## config.mk

```make
export PLATFORM = sky130hd
export DESIGN_NAME = sample_gate
export DESIGN_NICKNAME = d
export VERILOG_FILES = /design/src/rtl/sample_gate.sv
export SDC_FILE = /design/constraint.sdc
export NUM_CORES = 1
export LEC_CHECK = 0
export CELL_PAD_IN_SITES_DETAIL_PLACEMENT = 1
export CELL_PAD_IN_SITES_GLOBAL_PLACEMENT = 1
export CORE_MARGIN = 2
export CORE_UTILIZATION = 40
export DETAILED_ROUTE_END_ITERATION = 6
export PLACE_DENSITY_LB_ADDON = 0.25
export SYNTH_ARGS = -nofsm -noshare
export SYNTH_HDL_FRONTEND = slang
export SYNTH_SLANG_ARGS = --single-unit
export TNS_END_PERCENT = 50
```

## constraint.sdc

```tcl
create_clock -name i_clock -period 4 [get_ports i_clock]
set_input_delay 0.8 -clock i_clock [delete_from_list [all_inputs] [get_ports i_clock]]
set_output_delay 0.8 -clock i_clock [all_outputs]
set_load 0.1 [all_outputs]
```

## src/rtl/sample_gate.sv

```systemverilog
// ----------------------------------------------------------------------------
// sample_gate
//   Front end of the IAGC phase path, sitting between the sampler and
//   phase_detector. Registers each reference/error sample pair and produces
//   the per-sample gate that phase_detector counts.
//
//   A gate window opens when |reference| reaches i_threshold. The window
//   lasts GATE_LENGTH valid samples, including the trigger sample. It is
//   followed by a hold-off of HOLDOFF_LENGTH valid samples. After the
//   hold-off the block re-arms, and it only opens a new window once the
//   reference has dropped below threshold again. A level held high therefore
//   never retriggers.
//
// Optional feature (macro SAMPLE_GATE_INVERT_EN):
//   When the macro is defined, an extra input i_invert_error is present.
//   While it is high, the captured error is -i_error, and the most negative
//   code saturates to the most positive one.
//   When the macro is not defined, the error is registered unmodified.
//
// Ports
//   i_clock         in   1   system clock
//   i_reset_n       in   1   asynchronous active-low reset
//   i_iagc_status   in   4   IAGC status, all-zero = IAGC in RESET
//   i_valid         in   1   sampler strobe, one new pair per high cycle
//   i_reference     in   14  reference sample (two's complement)
//   i_error         in   14  error sample (two's complement)
//   i_threshold     in   13  trigger magnitude (unsigned)
//   i_invert_error  in   1   negate captured error (SAMPLE_GATE_INVERT_EN)
//   o_reference     out  14  registered reference
//   o_error         out  14  registered (optionally negated) error
//   o_gate          out  1   one cycle high per in-window captured sample
//   o_pulse_count   out  16  gate windows opened since reset, wraps
// ----------------------------------------------------------------------------
module sample_gate #(
    parameter int SAMPLER_DATA_SIZE = 14,
    parameter int IAGC_STATUS_SIZE  = 4,
    parameter int GATE_LENGTH       = 50,
    parameter int HOLDOFF_LENGTH    = 16
) (
    input  logic                           i_clock,
    input  logic                           i_reset_n,
    input  logic [IAGC_STATUS_SIZE-1:0]    i_iagc_status,
    input  logic                           i_valid,
    input  logic [SAMPLER_DATA_SIZE-1:0]   i_reference,
    input  logic [SAMPLER_DATA_SIZE-1:0]   i_error,
    input  logic [SAMPLER_DATA_SIZE-2:0]   i_threshold,
`ifdef SAMPLE_GATE_INVERT_EN
    input  logic                           i_invert_error,
`endif
    output logic [SAMPLER_DATA_SIZE-1:0]   o_reference,
    output logic [SAMPLER_DATA_SIZE-1:0]   o_error,
    output logic                           o_gate,
    output logic [15:0]                    o_pulse_count
);

    localparam int D      = SAMPLER_DATA_SIZE;
    localparam int WIN_W  = $clog2(GATE_LENGTH + 1);
    localparam int HOLD_W = $clog2(HOLDOFF_LENGTH + 1);

    // Extreme two's-complement codes. The most negative code has no positive
    // counterpart, so both abs and negate clamp it to the most positive code.
    localparam logic [D-1:0] S_MIN = {1'b1, {(D-1){1'b0}}};
    localparam logic [D-1:0] S_MAX = {1'b0, {(D-1){1'b1}}};

    typedef enum logic [2:0] {
        S_IDLE,
        S_ARM,
        S_WAIT,
        S_GATE,
        S_HOLD
    } state_t;

    state_t            state, state_nxt;
    logic [WIN_W-1:0]  win_cnt, win_cnt_nxt;
    logic [HOLD_W-1:0] hold_cnt, hold_cnt_nxt;
    logic              gate_nxt;
    logic              pulse_inc;
    logic              status_rst;
    logic [D-2:0]      ref_mag;
    logic              trig;
    logic [D-1:0]      err_cap;

    // Saturating magnitude. The result fits in D-1 bits because S_MIN is
    // clamped to S_MAX.
    function automatic logic [D-2:0] sat_abs(input logic [D-1:0] x);
        logic [D-1:0] n;
        if (x == S_MIN) begin
            n = S_MAX;
        end else if (x[D-1]) begin
            n = -x;
        end else begin
            n = x;
        end
        return n[D-2:0];
    endfunction

    // Saturating negate, used only by the error-inversion option.
    function automatic logic [D-1:0] sat_neg(input logic [D-1:0] x);
        logic [D-1:0] n;
        if (x == S_MIN) begin
            n = S_MAX;
        end else begin
            n = -x;
        end
        return n;
    endfunction

    assign status_rst = (i_iagc_status == '0);
    assign ref_mag    = sat_abs(i_reference);
    assign trig       = (ref_mag >= i_threshold);  // threshold 0 always triggers

`ifdef SAMPLE_GATE_INVERT_EN
    assign err_cap = i_invert_error ? sat_neg(i_error) : i_error;
`else
    assign err_cap = i_error;
`endif

    // ------------------------------------------------------------------
    // Next-state logic.
    // Every transition except IDLE exit and the status override is
    // qualified by i_valid. A gate is only produced on a valid sample,
    // so o_gate is automatically 0 in cycles without a fresh sample.
    // ------------------------------------------------------------------
    always_comb begin
        state_nxt    = state;
        win_cnt_nxt  = win_cnt;
        hold_cnt_nxt = hold_cnt;
        gate_nxt     = 1'b0;
        pulse_inc    = 1'b0;

        if (status_rst) begin
            // IAGC in RESET. An aborted window is dropped, not resumed.
            state_nxt    = S_IDLE;
            win_cnt_nxt  = '0;
            hold_cnt_nxt = '0;
        end else begin
            case (state)
                S_IDLE: begin
                    state_nxt = S_ARM;
                end

                S_ARM: begin
                    // Re-arm only after the reference has dropped below
                    // threshold. With threshold 0 that can never happen,
                    // so any valid sample arms.
                    if (i_valid && (!trig || (i_threshold == '0))) begin
                        state_nxt = S_WAIT;
                    end
                end

                S_WAIT: begin
                    if (i_valid && trig) begin
                        gate_nxt  = 1'b1;
                        pulse_inc = 1'b1;
                        if (GATE_LENGTH == 1) begin
                            state_nxt    = S_HOLD;
                            win_cnt_nxt  = '0;
                            hold_cnt_nxt = '0;
                        end else begin
                            state_nxt   = S_GATE;
                            win_cnt_nxt = WIN_W'(1);
                        end
                    end
                end

                S_GATE: begin
                    // The window runs to length regardless of level or
                    // threshold changes.
                    if (i_valid) begin
                        gate_nxt = 1'b1;
                        if (win_cnt == WIN_W'(GATE_LENGTH - 1)) begin
                            state_nxt    = S_HOLD;
                            win_cnt_nxt  = '0;
                            hold_cnt_nxt = '0;
                        end else begin
                            win_cnt_nxt = win_cnt + WIN_W'(1);
                        end
                    end
                end

                S_HOLD: begin
                    if (i_valid) begin
                        if (hold_cnt == HOLD_W'(HOLDOFF_LENGTH - 1)) begin
                            state_nxt    = S_ARM;
                            hold_cnt_nxt = '0;
                        end else begin
                            hold_cnt_nxt = hold_cnt + HOLD_W'(1);
                        end
                    end
                end

                default: begin
                    state_nxt    = S_IDLE;
                    win_cnt_nxt  = '0;
                    hold_cnt_nxt = '0;
                end
            endcase
        end
    end

    // ------------------------------------------------------------------
    // State, counters and output registers.
    // Sample capture is independent of FSM state.
    // ------------------------------------------------------------------
    always_ff @(posedge i_clock or negedge i_reset_n) begin
        if (!i_reset_n) begin
            state         <= S_IDLE;
            win_cnt       <= '0;
            hold_cnt      <= '0;
            o_reference   <= '0;
            o_error       <= '0;
            o_gate        <= 1'b0;
            o_pulse_count <= '0;
        end else begin
            state    <= state_nxt;
            win_cnt  <= win_cnt_nxt;
            hold_cnt <= hold_cnt_nxt;
            o_gate   <= gate_nxt;
            if (i_valid) begin
                o_reference <= i_reference;
                o_error     <= err_cap;
            end
            if (pulse_inc) begin
                o_pulse_count <= o_pulse_count + 16'd1;
            end
        end
    end

endmodule
```

# After elaboration in Yosys (flattened, before gate mapping)
# Cells that the tools add are included.
# op_classes
n_addsub	4
magnitude_cmp	1
eq_ne	15
n_mux	27
n_reduce_logical	12
# op_table
cell	count
$mux 13	2
$mux 5	5
$mux 6	4
$mux 3	7
$ne 3x3->1 const B	6
$pmux 6 s3	1
$add 16x1->16 const B	1
$pmux 3 s5	1
$pmux 5 s3	1
$eq 14x14->1 const B	1
$ge 13x13->1	1
$logic_not 13->1	1
$neg 13->13	1
$add 6x1->6 const B	1
$eq 3x2->1 const B	2
$eq 6x6->1 const B	1
$reduce_and 6->1	1
$reduce_or 3->1	2
$add 5x1->5 const B	1
$eq 5x4->1 const B	1
$mux 1	5
$logic_not 4->1	1
$ne 2x1->1 const B	2
$reduce_and 4->1	1
other kinds (8)	9
# totals
reg_bits	59
in_bits	48
elab_cells	66

# Longest topological paths before layout
# logic_depth
word_depth	10
depth_mapped	18
mapped_depth_nobuf	15

# Least setup slack after synthesis
# Ideal clock, no wire load.
# synth_path
path_type	input port to flip-flop
from	input i_reference[1]
to	register o_pulse_count[3]
setup_time_ps	164
t_arrival_ps	4067
t_required_ps	3836
setup_slack_ps	-232
path_stages	18
n_path_buf	3
cell_sequence	inv_1 > ha_1 > or3b_4 > nor3_2 > nand2_1 > or3_1 > or3b_4 > buf_6 > nand2_1 > ha_1 > a21oi_1 > a21boi_0 > nor4_1 > o41a_1 > clkbuf_1 > buf_2 > nor3_1 > xor2_1
# synth_between
elab_chain_cells	8
word_cells_on_any_way	9
cone_classes	add/sub (1); order compare (1); eq/ne (1); mux (5); reduce/logical (1)
# synth_lines
item	line_no	rtl
start, declared	44	input logic [SAMPLER_DATA_SIZE-1:0] i_reference,
$neg 13->13	90	n = -x;
$mux 13	89	end else if (x[D-1]) begin
$mux 13 *	87	if (x == S_MIN) begin
$ge 13x13->1 *	110	assign trig = (ref_mag >= i_threshold);
$logic_and 1x1->1 *	152	if (i_valid && trig) begin
$mux 1 *	152	
$mux 1 *	137	case (state)
$mux 1 *	131	if (status_rst) begin
end signal, assigned	224	o_pulse_count <= o_pulse_count + 16'd1;
end, declared	53	output logic [15:0] o_pulse_count
# Every way passes the cells marked *; elsewhere a longest branch is shown, timed or not.
# A chain may end at the register's enable or synchronous reset.

# Worst setup path after layout
# layout_path
from	input i_reference[1]
to	register win_cnt[0]
# layout_between
elab_chain_cells	7
word_cells_on_any_way	8
cone_classes	add/sub (1); order compare (1); eq/ne (2); mux (2); reduce/logical (2)
# layout_lines
item	line_no	rtl
$neg 13->13	90	
$mux 13	89	
$mux 13 *	87	
$ge 13x13->1 *	110	
$logic_and 1x1->1 *	152	
$ne 3x3->1 (no source line) *	--	
$reduce_and 3->1 (no source line) *	--	
end signal, assigned	216	win_cnt <= win_cnt_nxt;
end, declared	74	logic [WIN_W-1:0] win_cnt, win_cnt_nxt;
# Marked as above.

==> reports/metrics.cfg <==
[detailed_routing]
vias = 3274
ant_nets = 0
drt_first_pass_iters = 4
drc = 0
wl_mm = 12.0
drt_iter0_drc = 132
routed_via_density = 5.64
routedWlPerCell_um = 20.8

[timing]
setup_violations = 21
finalSetupTns_ps = -1630
fmax_ghz = 0.239
slew-limit-headroom_pct = 31.6
finalCritPeriodShare_pct = 104
hold_violations = 0
final_max_slew_viol_count = 0
whs_ps = 478
clock_skew_ps = 9.89
period_needed_ps = 4180
rsz0062_at_grt = true
worstMarginPinSlew_ps = 1020
setup_ws_ps = -179

[power]
p_per_area_nw_per_um2 = 454
cellLeakagePower_nw = 2.35
ir_drop_mv = 0.474

[logic_synthesis]
synth.distinct_cells = 51
synth_warnings = 0
avgSynthCellArea_sq_um = 9.97
synth_seq_cells = 59
yosysTopAreaCell = dfrtp_1
yosysTopAreaCellShare_pct = 43.0
synth.most_common_cell = dfrtp_1
synth_top_flop_cell = dfrtp_1
syn_area_sq_um = 3430
synthCells = 344
synthTopCellsByArea = dfrtp_1 43%, mux2_2 9.8%, ha_1 6.6%
synth_edf_count = 0
ys_async_sr_fraction_pct = 100
syn_nets = 410
yosys-top-cells-count = 59 x dfrtp_1, 40 x nand2_1, 30 x mux2_2, 22 x xor2_1, 20 x inv_1
synth-seq-area-share_pct = 43.0

[critical_path]
cp_cell_sequence = buf_6 > buf_4 > or4_1 > or3_1 > o21ai_0 > buf_4 > xor2_2 > nand2_4 > ha_4 > nand4_1 > o41a_1 > buf_4 > a211oi_4 > buf_6 > mux2i_1
worst-path-buf-inv = 5
cp_max_fo = 6
cp-end-kind = flop
start_kind = input port
crit_slowest_cell = or4_1
max_stage_delay_ps = 550
crit_top_cell = buf_4
critPathKind = input port to flop
cp_data_arrival_time_ps = 4450
crit_required_ps = 4270
critPathTopFamily = simple AND/OR/NAND/NOR gates

[cts]
clkSlewWorstSetupHoldPaths_ps = 70
htreeDepth = 3
tritoncts = built
cts.path.max_buffers = 2
cts_sinks = 59
cts_inserted_buffers = 9
clockRootBuffer = clkbuf_8
clk_latency_ps = 350

[grt]
grt_pass1_wl_mm = 19.1
first_global_vias = 3603
gr-usage-all-layers_pct = 25.4
antenna_found_initial = 0
grt_max_degree = 40
grt_overflow = 0

[min_path]
hold_class = flop to flop

[finish]
final_nets = 536
regArea_sq_um = 1480
area_growth_pct = 55.1
multiInputGateArea_sq_um = 2150
fin_cells = 580
layout-drive-gt1-share_pct = 28.2
num_antenna_cells = 0
nFillCells = 875

[die]
coreArea_sq_um = 8260
ios = 93
dieArea_sq_um = 9330
initial_core_util_pct = 41.5
num_rows = 33
die_w_um = 96.6
die_y_um = 96.6

[outcome]
outcome = finished, violations left
violations = negative setup slack

[run]
cap_viol_max_count = 0

[place]
dp.cells = 558
place_hpwl_mm = 7.90
io_buffer_count = 92
gp_congestion = 0.849

[cell usage in the layout (no fill, tap or decap), types with 3 or more instances in the layout]
cell and count:
xnor2_1 4, clkdlybuf4s50_1 82, or4_1 4, xor2_1 21, inv_1 18, nor2_2 3
clkbuf_8 11, ha_4 4, nand4_1 9, mux2i_1 3, nor3_4 3, nand3_1 8
dfrtp_1 59, nand2_1 38, nor3_1 5, o21ai_0 12, a21oi_1 8, nor4_2 4
buf_6 5, nor2_1 7, buf_4 32, nor4_1 4, dlygate4sd2_1 3, nor4_4 6
a31oi_1 5, nor3_2 3, or3_1 6, mux2_2 29, ha_1 14
[metrics by stage]
step,util (%),power (mW),setup WS [ps],cell area (sq um)
2_1_floorplan,-,1.39,-32.6,3590
3_3_place_gp,58.2,1.65,-871,4810
3_5_place_dp,58.2,1.68,-1010,4810
4_1_cts,62.9,2.36,-33.7,5190
5_1_grt,64.5,2.52,-333,5320
6_report,64.5,2.42,-179,5320
[worst paths after layout]
check / start / cells after the start / end / slack (ps)
setup / recovery: i_reference[1] / 15 / win_cnt[0] / -180
hold / removal: o_pulse_count[15] / 1 / o_pulse_count[15] / 480
setup reg to reg: state[2] / 5 / o_pulse_count[11] / 1680
hold reg to reg: o_pulse_count[15] / 1 / o_pulse_count[15] / 480
max in group asynchronous: i_reset_n / 2 / o_reference[7] / 2570
min in group asynchronous: i_reset_n / 1 / o_error[0] / 580
[cell type report]
class	count	share of cell area [%]
clock inverters	4	1.36
inverters	20	1.74
clock buffers	12	2.91
repair buffers	130	23.3
multi-input cells	250	40.5
flip-flops and latches	59	27.7
well taps	105	2.47
[logic make-up (layout without fill, tap and decap cells)]
| family | count (synthesis) | after routing | share of synthesized area [%] |
|---|---|---|---|
| simple gates | 122 | 122 | 19.0 |
| flops | 59 | 59 | 43.0 |
| compound gates | 51 | 51 | 9.88 |
| buf+inv | 35 | 166 | 4.12 |
| mux | 33 | 33 | 10.7 |
| xor+xnor | 26 | 26 | 6.64 |
| fa+ha+maj | 18 | 18 | 6.56 |
[report_power, final]
group	switching [mW]	total [mW]	internal, mW
combinational	0.680	1.03	0.346
clock	0.254	0.638	0.384
sequential	0.0921	0.756	0.664
[repair_timing]
item	CTS	global route
setup endpoints to repair	25	25
cloned	1	0
resized for setup	37	26
hold buffers	0	0
buffers inserted	3	4
pin swaps	23	16
[metal layers]
metal | vias to the layer above | share of wire (%) | routed length [um] | track usage, %
met3 | 25 | 4.4 | 528 | 6.07
met4 | 0 | 2.2 | 259 | 6.61
met5 | - | 0 | 0 | 0
met1 | 1671 | 41 | 4980 | 31.7
met2 | 92 | 52 | 6270 | 44.1
li1 | 1486 | - | - | -
[worst reg2reg max path, stage by stage (launching register included)]
cell     delay (ps)
dfrtp_1         520
nor2_1          380
nand4_1         420
or4_1           670
nor2_2          110
xor2_1          150
[registers in the layout (all words and copies together) (netlist names)]
signal / cells
o_pulse_count: 16
o_error: 14
o_reference: 14
win_cnt: 6
hold_cnt: 5
state: 3
o_gate: 1
Note: power is estimated with default switching activity, not from simulation.
